[config.mk]
export PLATFORM = sky130hd
export DESIGN_NAME = morra_scoreboard
export DESIGN_NICKNAME = d
export VERILOG_FILES = /design/src/rtl/morra_scoreboard.sv
export SDC_FILE = /design/constraint.sdc
export NUM_CORES = 1
export LEC_CHECK = 0
export CAP_MARGIN = 20
export CORE_MARGIN = 4
export CORE_UTILIZATION = 47
export DETAILED_ROUTE_END_ITERATION = 7
export PLACE_DENSITY_LB_ADDON = 0.25
export SYNTH_ARGS = -nofsm -noshare
export SYNTH_HDL_FRONTEND = slang
export SYNTH_SLANG_ARGS = --single-unit
[constraint.sdc]
create_clock -name clk -period 2.19 [get_ports clk]
set_input_delay 0.3285 -clock clk [delete_from_list [all_inputs] [get_ports clk]]
set_output_delay 0.3285 -clock clk [all_outputs]
set_load 0.005 [all_outputs]
[src/rtl/morra_scoreboard.sv]
// ============================================================================
// Module      : morra_scoreboard
// Description : Round/game tally keeper for a Morra game FSM. Optional round
//               history register enabled by defining MORRA_HISTORY_EN.
// Revision    : 1.0 - initial release
// ============================================================================
`default_nettype none

module morra_scoreboard #(
    parameter int CNT_W = 5
) (
    input  logic             clk,
    input  logic             RST_N,
    input  logic             START,
    input  logic [1:0]       ROUND,
    input  logic [1:0]       GAME,
    output logic [CNT_W-1:0] WINS_P1,
    output logic [CNT_W-1:0] WINS_P2,
    output logic [CNT_W-1:0] DRAWS,
    output logic [CNT_W-1:0] VOIDS,
    output logic [3:0]       GAMES_P1,
    output logic [3:0]       GAMES_P2,
    output logic [3:0]       GAMES_TIE,
    output logic [1:0]       WINNER,
    output logic             GAME_DONE,
    output logic             BUSY,
    output logic [15:0]      HISTORY
);

    typedef enum logic [1:0] {
        IDLE    = 2'd0,
        PLAYING = 2'd1,
        DONE    = 2'd2
    } state_t;

    localparam logic [CNT_W-1:0] c_rnd_one  = {{(CNT_W-1){1'b0}}, 1'b1};
    localparam logic [3:0]       c_game_one = 4'd1;

    state_t           state_q, state_d;
    logic [CNT_W-1:0] wins_p1_q, wins_p1_d;
    logic [CNT_W-1:0] wins_p2_q, wins_p2_d;
    logic [CNT_W-1:0] draws_q, draws_d;
    logic [CNT_W-1:0] voids_q, voids_d;
    logic [3:0]       games_p1_q, games_p1_d;
    logic [3:0]       games_p2_q, games_p2_d;
    logic [3:0]       games_tie_q, games_tie_d;
    logic [1:0]       winner_q, winner_d;
    logic             game_done_q, game_done_d;
    logic             w_sample;

    function automatic logic [CNT_W-1:0] sat_rnd(input logic [CNT_W-1:0] v);
        return (v == {CNT_W{1'b1}}) ? v : v + c_rnd_one;
    endfunction

    function automatic logic [3:0] sat_game(input logic [3:0] v);
        return (v == 4'hF) ? v : v + c_game_one;
    endfunction

    // A round is only taken while playing and not being restarted.
    assign w_sample = (state_q == PLAYING) && !START;

    always_comb begin
        state_d     = state_q;
        wins_p1_d   = wins_p1_q;
        wins_p2_d   = wins_p2_q;
        draws_d     = draws_q;
        voids_d     = voids_q;
        games_p1_d  = games_p1_q;
        games_p2_d  = games_p2_q;
        games_tie_d = games_tie_q;
        winner_d    = winner_q;
        game_done_d = 1'b0;

        if (START) begin
            wins_p1_d = '0;
            wins_p2_d = '0;
            draws_d   = '0;
            voids_d   = '0;
            state_d   = PLAYING;
        end else if (w_sample) begin
            case (ROUND)
                2'b01:   wins_p1_d = sat_rnd(wins_p1_q);
                2'b10:   wins_p2_d = sat_rnd(wins_p2_q);
                2'b11:   draws_d   = sat_rnd(draws_q);
                default: voids_d   = sat_rnd(voids_q);
            endcase
            if (GAME != 2'b00) begin
                winner_d    = GAME;
                game_done_d = 1'b1;
                state_d     = DONE;
                case (GAME)
                    2'b01:   games_p1_d  = sat_game(games_p1_q);
                    2'b10:   games_p2_d  = sat_game(games_p2_q);
                    default: games_tie_d = sat_game(games_tie_q);
                endcase
            end
        end
    end

    always_ff @(posedge clk or negedge RST_N) begin
        if (!RST_N) begin
            state_q     <= IDLE;
            wins_p1_q   <= '0;
            wins_p2_q   <= '0;
            draws_q     <= '0;
            voids_q     <= '0;
            games_p1_q  <= '0;
            games_p2_q  <= '0;
            games_tie_q <= '0;
            winner_q    <= '0;
            game_done_q <= 1'b0;
        end else begin
            state_q     <= state_d;
            wins_p1_q   <= wins_p1_d;
            wins_p2_q   <= wins_p2_d;
            draws_q     <= draws_d;
            voids_q     <= voids_d;
            games_p1_q  <= games_p1_d;
            games_p2_q  <= games_p2_d;
            games_tie_q <= games_tie_d;
            winner_q    <= winner_d;
            game_done_q <= game_done_d;
        end
    end

`ifdef MORRA_HISTORY_EN
    logic [15:0] history_q, history_d;

    always_comb begin
        history_d = history_q;
        if (START) begin
            history_d = '0;
        end else if (w_sample && (ROUND != 2'b00)) begin
            history_d = {history_q[13:0], ROUND};
        end
    end

    always_ff @(posedge clk or negedge RST_N) begin
        if (!RST_N) begin
            history_q <= '0;
        end else begin
            history_q <= history_d;
        end
    end

    assign HISTORY = history_q;
`else
    assign HISTORY = 16'h0000;
`endif

    assign WINS_P1   = wins_p1_q;
    assign WINS_P2   = wins_p2_q;
    assign DRAWS     = draws_q;
    assign VOIDS     = voids_q;
    assign GAMES_P1  = games_p1_q;
    assign GAMES_P2  = games_p2_q;
    assign GAMES_TIE = games_tie_q;
    assign WINNER    = winner_q;
    assign GAME_DONE = game_done_q;
    assign BUSY      = (state_q == PLAYING);

endmodule

`default_nettype wire

==> results.py <==
metrics = {
    "yosys": {
        "synthFlopType": "dfrtp_1",
        "yosysSeqAreaShare_pct": 45.45,
        "synth-edff-count": 0,
        "synth_top_area_share_pct": 45.45,
        "syn_avg_cell_area_um2": 10.55,
        "yosys_warnings": 0,
        "ys_ff_latch": 37,
        "netlist_area_um2": 2037,
        "synth_cell_types": 33,
        "async_reset_ff_share_pct": 100.0,
        "yosysTopAreaCell": "dfrtp_1",
        "syn_inst": 193,
        "ys_top_cells_by_area": "dfrtp_1 (45%), ha_1 (8.6%), buf_4 (5.9%), mux2_2 (5.0%), nand3_1 (4.7%)",
    },
    "sta": {
        "finClkSkew_ns": 0.009801,
        "setup_viol": 0,
        "finalHoldViolCount": 0,
        "rsz0062_at_grt": "no",
        "fin_crit_ns": 2.034,
        "fmax_mhz": 491.6,
        "fin_crit_sh_pct": 92.89,
        "slew_viol_final": 0,
        "fin_setup_tns_ns": 0,
    },
    "routing": {
        "drc": 0,
        "antenna_left": 0,
        "wire_per_inst_um": 13.31,
        "avgViaCountPerCell": 5.189,
        "dr.pass1.iters": 4,
        "drtIter0Drc": 53,
        "vias": 1541,
        "totalWireLength_um": 3953,
    },
    "run_status": {
        "status": "complete, no violations",
    },
    "clock_network": {
        "cts.sinks": 37,
        "post_cts_resized": 0,
        "clock-root-buffer": "clkbuf_8",
        "insertion_delay_ns": 0.29,
        "cts_tree": "done",
        "ctsLongestPathBuffers": 2,
        "numCtsBuffers": 5,
        "htreeDepth": 2,
        "clkTransAtPathRegs_ns": 0.08,
    },
    "cells_and_area": {
        "seq_area_um2": 925.9,
        "n_fill_cell": 349,
        "drive_gt1_share_pct": 14.98,
        "fin_nets": 267,
        "multi_input_area_um2": 1002,
        "antennaDiodeCount": 0,
        "area.growth.synth_to_final_pct": 28.38,
    },
    "pwr": {
        "p_clk_share_pct": 24.7,
        "ir_drop_v": 0.0006723,
        "p_sw_mw": 0.6176,
        "power.share.switching_pct": 29.01,
        "p_int_mw": 1.512,
        "power.static_leakage_nw": 1.195,
        "combPwrFrac_pct": 30.0,
        "seqPwrFrac_pct": 45.4,
        "power.density_nw_per_um2": 814.2,
        "finalPower_mw": 2.129,
    },
    "min_path": {
        "hold_path.class": "in -> async",
    },
    "floorplan": {
        "dieArea_um2": 5451,
        "start_util_pct": 49.85,
        "row_count": 23,
        "die_h_um": 73.83,
        "fp.dieW_um": 73.83,
        "core_um2": 4086,
        "ios": 59,
    },
    "global_routing": {
        "grt_pass1_vias": 1440,
        "track_usage_pct": 15.39,
        "grt_first_pass_wirelength_um": 6527,
        "use_met1_pct": 21.21,
        "grt_use_met2_pct": 23.43,
        "overflow": 0,
        "grt_use_met3_pct": 4.241,
        "grt_busiest_layer": "met2",
        "antenna_found_initial": 0,
        "grt_max_degree": 27,
    },
    "worst_setup_path": {
        "cp-end-kind": "flip-flop",
        "cp_cell_sequence": "ha_1 > and3_1 > ha_1 > or2_2 > or4_1 > a21oi_1",
        "cp_common_cell": "ha_1",
        "critical-path-slowest-cell": "or4_1",
        "worstPathArrival_ns": 2.26,
        "slowest_delay_ns": 0.47,
        "cp-start-kind": "flip-flop",
        "critical_path_class": "reg -> reg",
        "critical_path_required_ns": 2.41,
        "r2r_slack_ns": 0.16,
        "cp_max_fo": 6,
    },
    "flow_run": {
        "drv_cap": 0,
    },
    "placed_design": {
        "portBuffers": 42,
        "place.gp.congestion": 0.7964,
        "hpwl_um": 2945,
    },
}
critical path: cells and delay by family (launching register included):
kind                     cells  cell delay [ns]
AND/OR/NAND/NOR              3             0.99
AO/OA/AOI/OAI                1             0.14
adder cells (fa/ha/maj)      2             0.41
flip-flops                   1             0.42
logic make-up (layout without fill, tap and decap cells):
| family | after synthesis | in the layout | synth area share (%) |
|---|---|---|---|
| fa+ha+maj | 14 | 14 | 8.600 |
| compound gates | 34 | 34 | 9.767 |
| flops | 37 | 37 | 45.45 |
| mux | 9 | 9 | 4.976 |
| other cells | 1 | 16 | 0.1841 |
| buf+inv | 27 | 66 | 8.108 |
| xor+xnor | 9 | 9 | 3.870 |
| simple gates | 62 | 62 | 19.04 |
repair_timing:
| action | 4_1_cts | 5_1_grt |
|---|---|---|
| hold endpoints to repair | 10 | 0 |
| setup buffers | 0 | 0 |
| hold buffers | 1 | 0 |
final timing paths:
check	cells past startpoint	endpoint	from
min	2	VOIDS[3]	RST_N
min in group clk	1	GAMES_P1[3]	GAMES_P1[3]
max reg2reg	6	VOIDS[3]	VOIDS[0]
min reg2reg	1	GAMES_P1[3]	GAMES_P1[3]
max in group asynchronous	3	DRAWS[2]	RST_N
max	6	VOIDS[3]	VOIDS[0]
power by group through the flow:
stage / Combinational [mW] / Clock [mW] / Sequential (mW)
6_report: 0.638 / 0.526 / 0.966
5_1_grt: 0.706 / 0.568 / 0.991
4_1_cts: 0.652 / 0.540 / 0.967
3_5_place_dp: 0.646 / 0 / 0.971
3_3_place_gp: 0.633 / 0 / 0.978
2_1_floorplan: 0.283 / 0 / 0.961
Yosys cell counts, drive strengths merged (3+ instances only):
cell   count
o21ai      9
nor2       7
ha        14
a21oi     16
nor2b      6
a21bo      3
or4        4
dfrtp     37
xnor2      9
o31ai      4
nand4      4
inv        4
buf       21
and3       8
or3        3
nand3     19
mux2       9
or3b       3
per-layer routing:
layer / vias up / share of wire, %
li1: 763 / -
met5: - / 0
met2: 46 / 45
met3: 5 / 6.5
met4: 0 / 0.91
met1: 727 / 48
final cells by class:
cell class	count	share of cell area (%)
Sequential cell	37	35.41
Clock inverter	1	0.1914
Clock buffer	7	3.684
Timing Repair Buffer	54	19.43
Inverter	4	0.5742
Multi-Input combinational cell	144	38.33
Tap cell	50	2.392
per-stage QoR:
stage                     setup slack (ns)  util (%)  cell area, µm²  instances  hold slack [ns]
after CTS                           0.1446     63.99            2615        297           0.4426
after global placement             0.08876     61.27            2504        288           0.2193
after floorplan                     0.2075         -            2093        208          0.03291
after global routing               0.06437     63.99            2615        297           0.4501
after detailed placement           0.02228     61.27            2504        288           0.2219
final                               0.1558     63.99            2615        297           0.4297
placed cells by master, fill, tap and decap left out, types with 6 or more instances in the layout:
cell / Yosys / layout
nor2b_1: 6 / 6
xnor2_1: 9 / 9
conb_1: 1 / 16
nor2_1: 7 / 7
a21oi_1: 16 / 16
o21ai_0: 9 / 9
clkdlybuf4s50_1: 0 / 41
and3_1: 8 / 8
dfrtp_1: 37 / 37
clkbuf_8: 0 / 7
ha_1: 14 / 14
mux2_2: 9 / 9
buf_4: 16 / 11
nand3_1: 19 / 19
state kept, by name, indices dropped and copies added (netlist names):
| register | flops |
|---|---|
| state_q | 2 |
| WINS_P1 | 5 |
| GAMES_P1 | 4 |
| GAME_DONE | 1 |
| WINS_P2 | 5 |
| GAMES_P2 | 4 |
| DRAWS | 5 |
| VOIDS | 5 |
| GAMES_TIE | 4 |
| WINNER | 2 |
Note: power is estimated with default switching activity, not from simulation.
